--- config.mk ---
export PLATFORM = sky130hd
export DESIGN_NAME = pc_gen
export DESIGN_NICKNAME = d
export VERILOG_FILES = /design/src/rtl/pc_gen.sv
export SDC_FILE = /design/constraint.sdc
export NUM_CORES = 1
export LEC_CHECK = 0
export CAP_MARGIN = 10
export CORE_UTILIZATION = 30
export CTS_CLUSTER_SIZE = 25
export DETAILED_ROUTE_END_ITERATION = 16
export PLACE_DENSITY = 0.58
export REMOVE_ABC_BUFFERS = 1
export SKIP_LAST_GASP = 1
export SLEW_MARGIN = 10
export SYNTH_ARGS = -nofsm -noshare
export SYNTH_HDL_FRONTEND = slang
export SYNTH_SLANG_ARGS = --single-unit
--- constraint.sdc ---
create_clock -name clock -period 5.3 [get_ports clock]
set_input_delay 0.53 -clock clock [delete_from_list [all_inputs] [get_ports clock]]
set_output_delay 0.53 -clock clock [all_outputs]
set_load 0.1 [all_outputs]
--- src/rtl/pc_gen.sv ---
// Program-counter generator: reset/boot bubble, sequential fetch, redirect, exception entry/return with EPC.
// Latency: every update is visible one clock after it is sampled; all state is held in flops.
// Backpressure: stall or !fetch_ready holds pc; redirect/exception/eret act regardless. Optional macro: PC_ALIGN_CHECK_EN.
module pc_gen #(
    parameter int               WIDTH       = 32,
    parameter logic [WIDTH-1:0] RESET_ADDR  = 'h0000_3000,
    parameter logic [WIDTH-1:0] EXC_VECTOR  = 'h0000_4180,
    parameter int               INSTR_BYTES = 4
) (
    input  logic             clock,
    input  logic             reset,
    input  logic             stall,
    input  logic             fetch_ready,
    input  logic             redirect_valid,
    input  logic [WIDTH-1:0] redirect_target,
    input  logic             exc_req,
    input  logic             eret,
    output logic [WIDTH-1:0] pc,
    output logic             pc_valid,
    output logic [WIDTH-1:0] epc,
    output logic             exl,
    output logic [WIDTH-1:0] bad_addr
);

    localparam int               ALIGN_BITS = $clog2(INSTR_BYTES);
    localparam logic [WIDTH-1:0] LOW_MASK   = (WIDTH'(1) << ALIGN_BITS) - WIDTH'(1);
    localparam logic [WIDTH-1:0] STEP       = WIDTH'(INSTR_BYTES);

    typedef enum logic [1:0] {
        BOOT    = 2'd0,
        RUN     = 2'd1,
        HANDLER = 2'd2
    } state_t;

    state_t           state_q, state_d;
    logic [WIDTH-1:0] pc_q, pc_d;
    logic [WIDTH-1:0] epc_q, epc_d;
    logic [WIDTH-1:0] aligned_target;
    logic             advance;

    assign aligned_target = redirect_target & ~LOW_MASK;
    assign advance        = !stall && fetch_ready;

`ifdef PC_ALIGN_CHECK_EN
    logic [WIDTH-1:0] bad_q, bad_d;
    logic             misaligned;

    assign misaligned = (redirect_target & LOW_MASK) != '0;
`endif

    always_ff @(posedge clock) begin
        if (reset) begin
            state_q <= BOOT;
            pc_q    <= RESET_ADDR;
            epc_q   <= '0;
`ifdef PC_ALIGN_CHECK_EN
            bad_q   <= '0;
`endif
        end else begin
            state_q <= state_d;
            pc_q    <= pc_d;
            epc_q   <= epc_d;
`ifdef PC_ALIGN_CHECK_EN
            bad_q   <= bad_d;
`endif
        end
    end

    always_comb begin
        state_d = state_q;
        pc_d    = pc_q;
        epc_d   = epc_q;
`ifdef PC_ALIGN_CHECK_EN
        bad_d   = bad_q;
`endif
        case (state_q)
            BOOT: state_d = RUN;
            RUN: begin
                // An exception beats a same-cycle redirect; epc keeps the current pc.
                if (exc_req) begin
                    epc_d   = pc_q;
                    pc_d    = EXC_VECTOR;
                    state_d = HANDLER;
                end else if (redirect_valid) begin
`ifdef PC_ALIGN_CHECK_EN
                    if (misaligned) begin
                        bad_d   = redirect_target;
                        epc_d   = pc_q;
                        pc_d    = EXC_VECTOR;
                        state_d = HANDLER;
                    end else begin
                        pc_d = aligned_target;
                    end
`else
                    pc_d = aligned_target;
`endif
                end else if (advance) begin
                    pc_d = pc_q + STEP;
                end
            end
            HANDLER: begin
                if (eret) begin
                    pc_d    = epc_q;
                    state_d = RUN;
                end else if (redirect_valid) begin
                    pc_d = aligned_target;
`ifdef PC_ALIGN_CHECK_EN
                    if (misaligned) begin
                        bad_d = redirect_target;
                    end
`endif
                end else if (advance) begin
                    pc_d = pc_q + STEP;
                end
            end
            default: state_d = BOOT;
        endcase
    end

    always_comb begin
        pc_valid = 1'b0;
        exl      = 1'b0;
        case (state_q)
            RUN:     pc_valid = 1'b1;
            HANDLER: begin
                pc_valid = 1'b1;
                exl      = 1'b1;
            end
            default: pc_valid = 1'b0;
        endcase
    end

    assign pc  = pc_q;
    assign epc = epc_q;
`ifdef PC_ALIGN_CHECK_EN
    assign bad_addr = bad_q;
`else
    assign bad_addr = '0;
`endif

endmodule

==> results of run 1 <==
-- sequential cells by signal, indices dropped and copies added, names as in the netlist --
register  count
epc          32
pc           32
state_q       2
-- final cells by class --
class	count	area [um2]
multi-input combinational	400	2220
fill	1324	7450
tap	172	215
clock inverter	2	37.5
sequential	66	1320
inverter	14	52.6
timing repair buffer	109	1070
clock buffer	12	256
-- logic make-up after synthesis --
| kind of cell | count (synthesis) | share of synthesized area [%] |
|---|---|---|
| multiplexers | 3 | 0.805 |
| flip-flops | 66 | 34.0 |
| other | 1 | 0.0965 |
| AND/OR/NAND/NOR | 206 | 25.5 |
| adder cells (fa/ha/maj) | 4 | 1.29 |
| buffers and inverters | 86 | 11.9 |
| AO/OA/AOI/OAI | 141 | 23.3 |
| XOR/XNOR | 14 | 3.16 |
-- metrics by stage --
stage                     total power, mW  instances  hold slack, ns  area [um2]  setup slack (ns)
final                                2.15        775           0.476        5170              2.39
after global routing                 2.24        775           0.490        5170              2.31
after CTS                            2.16        775           0.477        5170              2.41
after detailed placement             1.55        761           0.466        4880              2.19
after global placement               1.54        761           0.458        4880              2.20
after floorplan                      1.32        480           0.503        3590              2.03
-- power breakdown --
part           switching (mW)  internal [mW]
Clock                   0.222          0.385
Combinational           0.693          0.217
Sequential             0.0868          0.550
Total                    1.00           1.15
-- path summary, 6_finish.rpt --
kind | startpoint | end | slack, ns
worst max-delay path | state_q[0] | pc_valid | 2.39
worst min-delay path | epc[25] | epc[25] | 0.48
worst max register to register | state_q[0] | pc[25] | 2.55
worst min register to register | epc[25] | epc[25] | 0.48
-- metal layers --
| metal | global-route usage, % | up-vias | share of wire (%) |
|---|---|---|---|
| met5 | 0 | - | 0 |
| met4 | 7.61 | 0 | 1.7 |
| met3 | 4.24 | 20 | 6.9 |
| met2 | 30.7 | 180 | 46 |
| met1 | 26.5 | 1952 | 46 |
| li1 | - | 1944 | - |
-- layout by cell type, fill, tap and decap left out, types with 11 or more instances in the layout --
cell type,instances
conb_1,32
inv_1,14
clkdlybuf4s50_1,101
xnor2_1,12
a211oi_1,15
nand3_1,15
o21ai_0,22
nor4_1,11
nand2_1,91
dfxtp_1,66
nor2_1,33
a21oi_1,59
-- worst register-to-register path: cells and delay by family (launching register included) --
kind            cells  cell delay, ns
compound gates      4            0.78
fa+ha+maj           1            0.41
buf+inv             3            1.05
flops               1            0.36
==> summary.txt, run 1 <==
Worst setup path
  – Delay-heaviest family, CP: buffers and inverters
  – Worst Reg-to-Reg Cells: 8
  – Crit path largest cell delay: 1.19 ns
  – Worst EP arrival: 2.38 ns
  – Worst-path maximum fanout: 3
  – CP Depth: 3
  – Slowest-stage cell, CP: clkdlybuf4s50_1
  – WP buf/inv: 2
  – Worst path required time: 4.77 ns
  – Worst setup SP type: flip-flop
  – Crit Path Category: reg -> out
  – Critical Path Sink Type: output pin
  – CP cell instances: inv_1, ha_1, clkdlybuf4s50_1

Yosys
  – Synth area leader: dfxtp_1
  – Gate count of the mapped netlist: 521
  – Yosys cell types: 57
  – Synth Flop Type: dfxtp_1
  – Yosys warnings: 0
  – Synth cell count leaders: nand2_1 (91), dfxtp_1 (66), a21oi_1 (59), nor2_1 (34), buf_4 (33)
  – Yosys reg bits: 66
  – Number of flops mapped to enable cells by yosys: 0
  – Count leader, synth: nand2_1
  – Synth top area share: 34.0%
  – Synth area leaders: dfxtp_1 (34%), nand2_1 (8.8%), a21oi_1 (7.6%)
  – Sequential area share after synthesis: 34.0%
  – Fraction of registers with async set/reset: 0%
  – Mean Syn Cell Area: 7.46 um2
  – Syn Std Cell Area: between 3000 and 4000 um2

CTS
  – Sink Count: 66
  – Hold Buf Count CTS: 0
  – H-tree depth: 3
  – Number of CTS-inserted buffers: 9
  – Clk slew on worst S/H paths: 0.05 ns
  – Clock root buffer: clkbuf_16
  – Post-cts resize count: 0
  – CTS tree: done
  – Setup Buffers After CTS: 0
  – Clock Latency Late Sink: ~0.34 ns
  – CTS max path bufs: 2

Pwr
  – Leakage: about 1.8 nW
  – Peak supply drop: 0.000159 V
  – Power Density: 416 nW/um2

Floorplan
  – Floorplan row count: 41
  – Core ar.: 12600 um2
  – Die Ht: between 100 and 150 um
  – Initial Util: 30.8%
  – Chip width: 116 um
  – I/O pin count: 137
  – Die ar.: 13400 um2

Timing
  – Setup_tns: 0 ns
  – Worst slew pin tran: 0.994 ns
  – Final setup violation count: 0
  – Final setup skew: 0.00746 ns
  – RSZ-0062 raised after global routing: no
  – Final Max Slew Viols: 0
  – Fmax: 343 MHz
  – Max transition margin: 33.5%
  – Final Cycle Share: 55.0%
  – Minimum clock period: 2.91 ns
  – Final Hold Violating Endpoints: 0

Final layout
  – Ant diodes: 0
  – Layout Area Growth over Synthesis: 33.2%
  – Share of layout cells above drive strength 1: 5.31%
  – Net count, final: around 640
  – Fin util: 41.0%

Route
  – Drt initial violations: 322
  – Final WL: roughly 13 mm
  – Post-DRT Antenna Nets: 0
  – Vias per cell: 5.29
  – Avg WL per Cell: 16.5 um
  – Drt drc: 0
  – Router iterations before antenna repair: 5
  – DR vias: 4096

Global route
  – Largest net degree at the start of global routing: 52
  – Initial antenna violation count: 0
  – Global-route wire length before repair: roughly 20 mm
  – Tot GR Track Use: about a fifth
  – Vias in the first global route: 3829
  – Total congestion overflow: 0

Job
  – # Max-Cap Violations: 0

Placement
  – Placer Congestion: 0.777
  – Post-DP HPWL: ~8.7 mm
  – Port Buf Inserts: 102

Hold path
  – Hold path depth: 2
  – HP Class: reg -> reg

Run status
  – Status: finished, final reports clean
(Power assumes the default switching activity.)
==> run 2, diff against run 1 <==
==> constraint.sdc (replaced) <==
create_clock -name clock -period 2.79 [get_ports clock]
set_input_delay 0.279 -clock clock [delete_from_list [all_inputs] [get_ports clock]]
set_output_delay 0.279 -clock clock [all_outputs]
set_load 0.1 [all_outputs]
==> run 2 against run 1 <==
Compared with the run above:
- sequential power increased by 90%
- total power increased by 91%
- die area unchanged
- worst setup slack got worse by 2.0 ns
- final cell count increased by 1.9%
- global-route usage decreased by 0.084 points
- non-clock buffer count increased by 13
- register-to-register slack got worse by 2.1 ns
- worst hold slack got worse by 0.072 ns
- clock skew increased by 0.0041 ns
- flip-flop and latch count unchanged
- critical endpoint is now pc[15]
==> summary.txt, run 2 (synthesis results as in run 1) <==
CTS
  – CTS tree: done
  – Clock root buffer: clkbuf_16
  – Sink Count: 66 (unchanged)
  – Number of CTS-inserted buffers: 9 (unchanged)
  – Clock Latency Late Sink: 0.33 ns (about the same)
  – Hold Buf Count CTS: 0 (unchanged)
  – Post-cts resize count: 0 (unchanged)
  – Clk slew on worst S/H paths: 0.06 ns (about the same)
  – CTS max path bufs: 2 (unchanged)
  – H-tree depth: 3 (unchanged)
  – Setup Buffers After CTS: 0 (unchanged)

Route
  – Router iterations before antenna repair: 5 (unchanged)
  – Vias per cell: 5.14 (-2.7%)
  – Final WL: 13.0 mm (+1.3%)
  – Post-DRT Antenna Nets: 0 (unchanged)
  – Drt initial violations: 258 (-20%)
  – Drt drc: 0 (unchanged)
  – Avg WL per Cell: 16.4 um (-0.59%)
  – DR vias: 4064 (-0.78%)

Final layout
  – Net count, final: 656 (+2.0%)
  – Share of layout cells above drive strength 1: 18.3% (+13 points)
  – Fin util: 40.7% (-0.34 points)
  – Ant diodes: 0 (unchanged)
  – Layout Area Growth over Synthesis: 32.1%
  – Commonest non-fill, non-tap cell in the layout: nand2_1
  – Most frequent cells in the layout: nand2_1 (91), buf_4 (85), dfxtp_1 (66), a21oi_1 (59), clkdlybuf4s50_1 (35)

Floorplan
  – I/O pin count: 137 (unchanged)
  – Die ar.: 13400 um2 (unchanged)
  – Core ar.: 12600 um2 (unchanged)
  – Floorplan row count: 41 (unchanged)
  – Initial Util: 30.8% (unchanged)
  – Die Ht: 116 um (unchanged)
  – Chip width: 116 um (unchanged)

Global route
  – Largest net degree at the start of global routing: 32 (-38%)
  – Global-route wire length before repair: 20.1 mm (unchanged)
  – Initial antenna violation count: 0 (unchanged)
  – Tot GR Track Use: 19.6% (-0.084 points)
  – Total congestion overflow: 0 (unchanged)
  – Vias in the first global route: 3848 (+0.50%)

Timing
  – Minimum clock period: 2.38 ns
  – Worst hold slack: 0.405 ns (-0.0716 ns)
  – Max transition margin: 47.5% (+14 points)
  – Final Hold Violating Endpoints: 0 (unchanged)
  – Final Max Slew Viols: 0 (unchanged)
  – Fmax: 420 MHz
  – RSZ-0062 raised after global routing: no
  – Final Cycle Share: 85.4%
  – Worst slew pin tran: 0.784 ns (-0.209 ns)
  – Final setup violation count: 0 (unchanged)
  – Final setup skew: 0.0115 ns (+0.00406 ns)

Worst setup path
  – WP buf/inv: 1 (-1)
  – CP cell instances: inv_1, ha_1, mux2_2, nor2_1, o21ai_0, a221oi_1
  – Worst EP arrival: 2.62 ns (+0.24 ns)
  – Worst-path maximum fanout: 9 (+6)
  – Worst path required time: 3.03 ns (-1.74 ns)
  – Crit Path Category: reg -> reg
  – Critical Path Sink Type: flip-flop
  – Delay-heaviest family, CP: simple AND/OR/NAND/NOR gates
  – Slowest-stage cell, CP: nor2_1
  – Crit path largest cell delay: 0.62 ns (-0.57 ns)
  – Worst setup SP type: flip-flop

Hold path
  – HP Class: in -> reg

Placement
  – Port Buf Inserts: 102 (unchanged)
  – Placer Congestion: 0.771 (-0.76%)
  – Post-DP HPWL: 9.03 mm (+4.4%)

Job
  – # Max-Cap Violations: 0 (unchanged)

Run status
  – Status: finished, final reports clean

Pwr
  – Design Power: 4.11 mW (+91%)
  – Leakage: 1.98 nW (+11%)
  – Power Density: 801 nW/um2 (+92%)
  – Peak supply drop: 0.000287 V (+80%)
-- run 2: cell count changes in the layout (fill, tap and decap cells not counted), sizes merged --
cell and delta:
clkinv +1, buf +79, clkinvlp +1, clkdlybuf4s50 -66
-- run 2: area by class of cell --
type	count	area [um2]
clock buffer	12	256
clock inverter	4	50.0
fill	1296	7490
inverter	14	52.6
multi-input combinational	400	2220
sequential	66	1320
tap	172	215
timing repair buffer	122	1010
-- run 2: path summary, 6_finish.rpt --
kind	from	end	slack [ns]	depth (start not counted)
worst max-delay path	state_q[0]	pc[15]	0.41	6
worst max register to register	state_q[0]	pc[15]	0.41	6
worst min-delay path	reset	epc[2]	0.40	2
worst min register to register	pc[1]	epc[1]	0.47	2
-- run 2: per-layer routing --
metal  vias up  track usage (%)  wire [um]
li1       1969                -          -
met1      1928             26.9       5880
met2       161             30.7       6090
met3         6             4.29        937
met4         0             5.90         80
met5         -                0          0
-- run 2: per-stage QoR --
stage	TNS, ns	worst slack [ns]	cell area, um2	cells
after floorplan	-5.70	-0.476	3590	480
after global routing	0	0.225	5130	790
final	0	0.408	5130	790
after CTS	0	0.417	5130	790
after detailed placement	0	0.430	4820	774
after global placement	0	0.449	4820	774
-- run 2: worst reg2reg max path: stages, from the launching register on --
cell	delay [ns]
dfxtp_1	0.33
inv_1	0.09
ha_1	0.32
mux2_2	0.43
nor2_1	0.62
o21ai_0	0.21
a221oi_1	0.29
-- run 2: power breakdown --
| part | switching [mW] | internal [mW] | total, mW |
|---|---|---|---|
| Combinational | 1.32 | 0.403 | 1.72 |
| Sequential | 0.167 | 1.05 | 1.21 |
| Clock | 0.434 | 0.740 | 1.17 |
| Total | 1.92 | 2.19 | 4.11 |
